File: src/rtl/dot_stream_feeder.sv
// dot_stream_feeder: packs a serial (x,y) operand stream into 8-lane FP32
// vectors for the dot-product datapath, issues them under credit control,
// and buffers returned results in a first-word fall-through FIFO.
module dot_stream_feeder #(
    parameter int DEPTH = 8,
    parameter int CW    = 16
) (
    input  logic            clk,
    input  logic            rst,
    input  logic            s_valid,
    output logic            s_ready,
    input  logic [31:0]     s_x,
    input  logic [31:0]     s_y,
    input  logic            s_last,
    output logic            dp_ready,
    output logic [255:0]    dp_x,
    output logic [255:0]    dp_y,
    input  logic            dp_vld,
    input  logic [31:0]     dp_z,
    output logic            m_valid,
    input  logic            m_ready,
    output logic [31:0]     m_z,
    output logic [CW-1:0]   vec_cnt,
    output logic            err
);

    localparam int AW = $clog2(DEPTH);

    typedef enum logic {
        COLLECT = 1'b0,
        FULL    = 1'b1
    } state_t;

    state_t            state_q, state_d;
    logic [2:0]        idx_q, idx_d;
    logic [7:0][31:0]  stage_x_q, stage_x_d;
    logic [7:0][31:0]  stage_y_q, stage_y_d;
    logic [255:0]      dp_x_q;
    logic [255:0]      dp_y_q;
    logic              dp_ready_q;
    logic [AW:0]       outst_q, outst_d;
    logic [AW:0]       wr_ptr_q;
    logic [AW:0]       rd_ptr_q;
    logic [31:0]       mem_q [DEPTH];
    logic [CW-1:0]     vec_cnt_q;
    logic              err_q;

    logic              accept;
    logic              completing;
    logic [AW:0]       fifo_count;
    logic [AW+1:0]     credit_sum;
    logic              credit_ok;
    logic              issue;
    logic              push;
    logic              pop;
    logic              fifo_empty;

    // Handshake, credit and FIFO bookkeeping terms shared by both processes
    always_comb begin
        accept     = (state_q == COLLECT) && s_valid;
        completing = accept && ((idx_q == 3'd7) || s_last);
        fifo_count = wr_ptr_q - rd_ptr_q;
        credit_sum = {1'b0, outst_q} + {1'b0, fifo_count};
        credit_ok  = credit_sum < (AW+2)'(DEPTH);
        issue      = (state_q == FULL) && credit_ok;
        push       = dp_vld && (outst_q != '0);
        fifo_empty = (wr_ptr_q == rd_ptr_q);
        pop        = !fifo_empty && m_ready;
    end

    // Next-state logic: lane staging, zero padding on completion, handoff
    always_comb begin
        state_d   = state_q;
        idx_d     = idx_q;
        stage_x_d = stage_x_q;
        stage_y_d = stage_y_q;
        outst_d   = outst_q;
        case (state_q)
            COLLECT: begin
                if (accept) begin
                    stage_x_d[idx_q] = s_x;
                    stage_y_d[idx_q] = s_y;
                    if (completing) begin
                        for (int i = 0; i < 8; i++) begin
                            if (3'(i) > idx_q) begin
                                stage_x_d[i] = '0;
                                stage_y_d[i] = '0;
                            end
                        end
                        idx_d   = '0;
                        state_d = FULL;
                    end else begin
                        idx_d = idx_q + 3'd1;
                    end
                end
            end
            FULL: begin
                if (issue) begin
                    state_d = COLLECT;
                end
            end
            default: state_d = COLLECT;
        endcase
        case ({issue, push})
            2'b10:   outst_d = outst_q + (AW+1)'(1);
            2'b01:   outst_d = outst_q - (AW+1)'(1);
            default: outst_d = outst_q;
        endcase
    end

    // Control, staging, issue registers and FIFO pointers with synchronous reset
    always_ff @(posedge clk) begin
        if (rst) begin
            state_q    <= COLLECT;
            idx_q      <= '0;
            stage_x_q  <= '0;
            stage_y_q  <= '0;
            dp_x_q     <= '0;
            dp_y_q     <= '0;
            dp_ready_q <= 1'b0;
            outst_q    <= '0;
            wr_ptr_q   <= '0;
            rd_ptr_q   <= '0;
            vec_cnt_q  <= '0;
            err_q      <= 1'b0;
        end else begin
            state_q    <= state_d;
            idx_q      <= idx_d;
            stage_x_q  <= stage_x_d;
            stage_y_q  <= stage_y_d;
            dp_ready_q <= issue;
            outst_q    <= outst_d;
            if (issue) begin
                dp_x_q    <= stage_x_q;
                dp_y_q    <= stage_y_q;
                vec_cnt_q <= vec_cnt_q + CW'(1);
            end
            if (push) begin
                wr_ptr_q <= wr_ptr_q + (AW+1)'(1);
            end
            if (pop) begin
                rd_ptr_q <= rd_ptr_q + (AW+1)'(1);
            end
            if (dp_vld && (outst_q == '0)) begin
                err_q <= 1'b1;
            end
        end
    end

    // Result storage; contents are meaningless while the pointers say empty
    always_ff @(posedge clk) begin
        if (push) begin
            mem_q[wr_ptr_q[AW-1:0]] <= dp_z;
        end
    end

    assign s_ready  = (state_q == COLLECT);
    assign dp_ready = dp_ready_q;
    assign dp_x     = dp_x_q;
    assign dp_y     = dp_y_q;
    assign m_valid  = !fifo_empty;
    assign m_z      = fifo_empty ? 32'h0 : mem_q[rd_ptr_q[AW-1:0]];
    assign vec_cnt  = vec_cnt_q;
    assign err      = err_q;

endmodule

File: config.mk
export PLATFORM = sky130hd
export DESIGN_NAME = dot_stream_feeder
export DESIGN_NICKNAME = d
export VERILOG_FILES = /design/src/rtl/dot_stream_feeder.sv
export SDC_FILE = /design/constraint.sdc
export NUM_CORES = 2
export LEC_CHECK = 0
export CAP_MARGIN = 20
export CORE_MARGIN = 2
export CORE_UTILIZATION = 54
export CTS_CLUSTER_DIAMETER = 150
export DETAILED_ROUTE_END_ITERATION = 10
export PLACE_DENSITY = 0.86
export SLEW_MARGIN = 20
export SYNTH_ARGS = -nofsm -noshare
export SYNTH_HDL_FRONTEND = slang
export SYNTH_SLANG_ARGS = --single-unit
File: constraint.sdc
create_clock -name clk -period 5.2 [get_ports clk]
set_input_delay 0.78 -clock clk [delete_from_list [all_inputs] [get_ports clk]]
set_output_delay 0.78 -clock clk [all_outputs]
set_load 0.01 [all_outputs]
==> qor.yml <==
outcome:
  status: "finished clean"
global_route:
  grt_pass1_wl_um: 223000
  grt_max_degree: 212
  grt_pass1_vias: 37500
  grt.overflow.total: 0
  antenna_found_initial: 7
  grt_usage_pct: 32.6
final_layout:
  utilization_pct: 67.1
  num-nets-final: 5667
  drive_above_1_share_pct: 6.55
  area_growth_pct: 23.6
  stdcell_area_um2: 58200
  final-instance-count-excl-fill: 6810
detailed_routing:
  post_drt_wl_per_cell_um: 22.2
  postRouteAntennaNets: 0
  vias: 39300
  first_pass_iters: 8
  drc: 0
  via_per_inst: 5.78
  drt_wl_total_um: 151000
  drt_iter0_markers: 4838
setup_path:
  cp_num_buf_inv: 5
  crit_fanout: 83
  crit_slowest_cell: "buf_4"
  slowest_delay_ns: 0.72
  path_cells: "inv_1 > ha_1 > inv_1 > fa_1 > ha_1 > nand4b_1 > and3_4 > inv_8 > buf_4 > buf_4 > nand2_1 > a21oi_1"
  critPathArrivalTime_ns: 4.93
  worstSetupStartpointType: "flip-flop"
  end_kind: "flip-flop"
  critical_path_required_ns: 5.83
  critPathKind: "flip-flop to flip-flop"
  reg2reg_from: "wr_ptr_q[0]"
  crit_family: "buffers and inverters"
  startpoint: "wr_ptr_q[0]"
synth:
  synth-edff-count: 256
  synth.distinct_cells: 47
  synth_top_flop_cell: "dfxtp_1"
  syn_nets: 5245
  syn_inst: 5125
  yosys-top-cells-area: "dfxtp_1, edfxtp_1, nand2_1"
  yosysWarningCount: 0
  yosysMostFrequentCell: "nand2_1"
  ys_seq_area_share_pct: 61.5
  yosys_register_bits: 1317
  netlist_area_um2: 47100
  synth.largest_area_cell: "dfxtp_1"
  synth.avg_cell_area_um2: 9.18
  synth-async-reset-ratio_pct: 0
  synth_top_area_share_pct: 45.1
  synth.top_cells.by_count: "nand2_1, dfxtp_1, a21oi_1, edfxtp_1, clkbuf_1"
timing:
  rsz0062_at_grt: "false"
  drv_slew: 0
  worstMarginPinSlew_ns: 1.13
  min_period_over_period_pct: 82.7
  skew_ns: 0.0438
  final.setup.tns_ns: 0
  slew_headroom_pct: 24.9
  postLayoutSetupSlackWorst_ns: 0.902
  finalSetupViolCount: 0
  hold_slack_ns: 0.427
  min_period_ns: 4.30
  max_freq_ghz: 0.233
  hold_viol: 0
placement:
  port_buffers: 665
  place_congestion: 0.863
  hpwlAfterDp_um: 91700
  dpl_worst_slack_ns: 1.00
  place_area_um2: 53700
  dp_cells: 6569
clocking:
  ctsHtreeMaxLevel: 4
  cts.sink_count: 1317
  clk_path_buf_depth: 3
  clock-root-buffer: "clkbuf_16"
  clkTransAtPathRegs_ns: 0.06
  tritoncts: "built"
  post_cts_buffers: 0
  ctsHoldBuffers: 0
  ctsResizeCount: 0
  cts_made_buffers: 131
  clk_latency_ns: 0.74
floorplan:
  die_x_um: 299
  die_h_um: 299
  ioPinCount: 666
  start_util_pct: 54.3
  die_area_um2: 89500
  fp.coreArea_um2: 86600
  rows: 108
hold_path:
  hold_start: "stage_x_q[3]"
  hold_path_class: "flip-flop to flip-flop"
power_and_ir_drop:
  fin_total_pwr_mw: 23.1
  ir_drop_v: 0.000372
  p_leak_nw: 18.6
  powerDensity_nw_per_um2: 397
run:
  drv_cap: 0
[kinds of logic after synthesis]
| logic type | count (synthesis) | share of synthesized area [%] |
|---|---|---|
| AND/OR/NAND/NOR | 2162 | 17.7 |
| flip-flops | 1317 | 61.5 |
| AO/OA/AOI/OAI | 1077 | 11.8 |
| buffers and inverters | 440 | 4.54 |
| multiplexers | 99 | 3.81 |
| adder cells (fa/ha/maj) | 18 | 0.510 |
| XOR/XNOR | 12 | 0.223 |
[routing by layer]
metal	part of all wire [%]	track usage (%)	up-vias
met5	0.015	0	-
met2	46	51.7	2376
met3	11	8.89	569
met4	7.1	21.9	4
li1	-	-	17700
met1	35	38.9	18700
[flip-flops by register name, summed over array words and instances (netlist names), named ones only]
signal	flops
dp_ready	1
dp_x	256
dp_y	256
err	1
idx_q	3
mem_q	256
outst_q	4
rd_ptr_q	4
stage_x_q	256
stage_y_q	256
state_q	1
vec_cnt	16
wr_ptr_q	4
[cell type report]
class | count | area, um2
Fill cell | 6332 | 28500
Clock buffer | 173 | 3670
Inverter | 12 | 52.6
Sequential cell | 1317 | 28900
Antenna cell | 6 | 15.0
Clock inverter | 62 | 743
Multi-Input combinational cell | 3368 | 16200
Timing Repair Buffer | 717 | 7150
Tap cell | 1155 | 1450
[power breakdown]
group | switching [mW] | internal [mW]
Clock | 4.07 | 5.52
Combinational | 1.74 | 0.977
Sequential | 0.166 | 10.6
[cells in the final DEF (no fill, tap or decap), types with 16 or more instances in the layout]
| cell | synthesis | layout |
|---|---|---|
| clkbuf_8 | 0 | 23 |
| nand2_1 | 1989 | 1988 |
| clkinv_2 | 0 | 26 |
| mux2i_1 | 34 | 34 |
| nor2_1 | 103 | 95 |
| mux4_2 | 64 | 64 |
| a22oi_1 | 40 | 40 |
| buf_4 | 67 | 44 |
| clkbuf_16 | 0 | 131 |
| ha_1 | 16 | 16 |
| edfxtp_1 | 256 | 256 |
| a21oi_1 | 1008 | 1008 |
| clkbuf_1 | 180 | 19 |
| clkdlybuf4s50_1 | 0 | 664 |
| dfxtp_1 | 1061 | 1058 |
[worst reg2reg max path: stages, from the launching register on]
cell,delay [ns]
dfxtp_1,0.50
inv_1,0.11
ha_1,0.21
inv_1,0.10
fa_1,0.43
ha_1,0.29
nand4b_1,0.14
and3_4,0.25
inv_8,0.25
buf_4,0.73
buf_4,0.79
nand2_1,0.22
a21oi_1,0.22
[final timing paths]
check	slack (ns)	cells after the start	end
min	0.43	2	dp_x[3]
min reg2reg	0.43	2	dp_x[3]
max	0.90	12	dp_y[154]
max reg2reg	0.90	12	dp_y[154]
(Power assumes the default switching activity.)
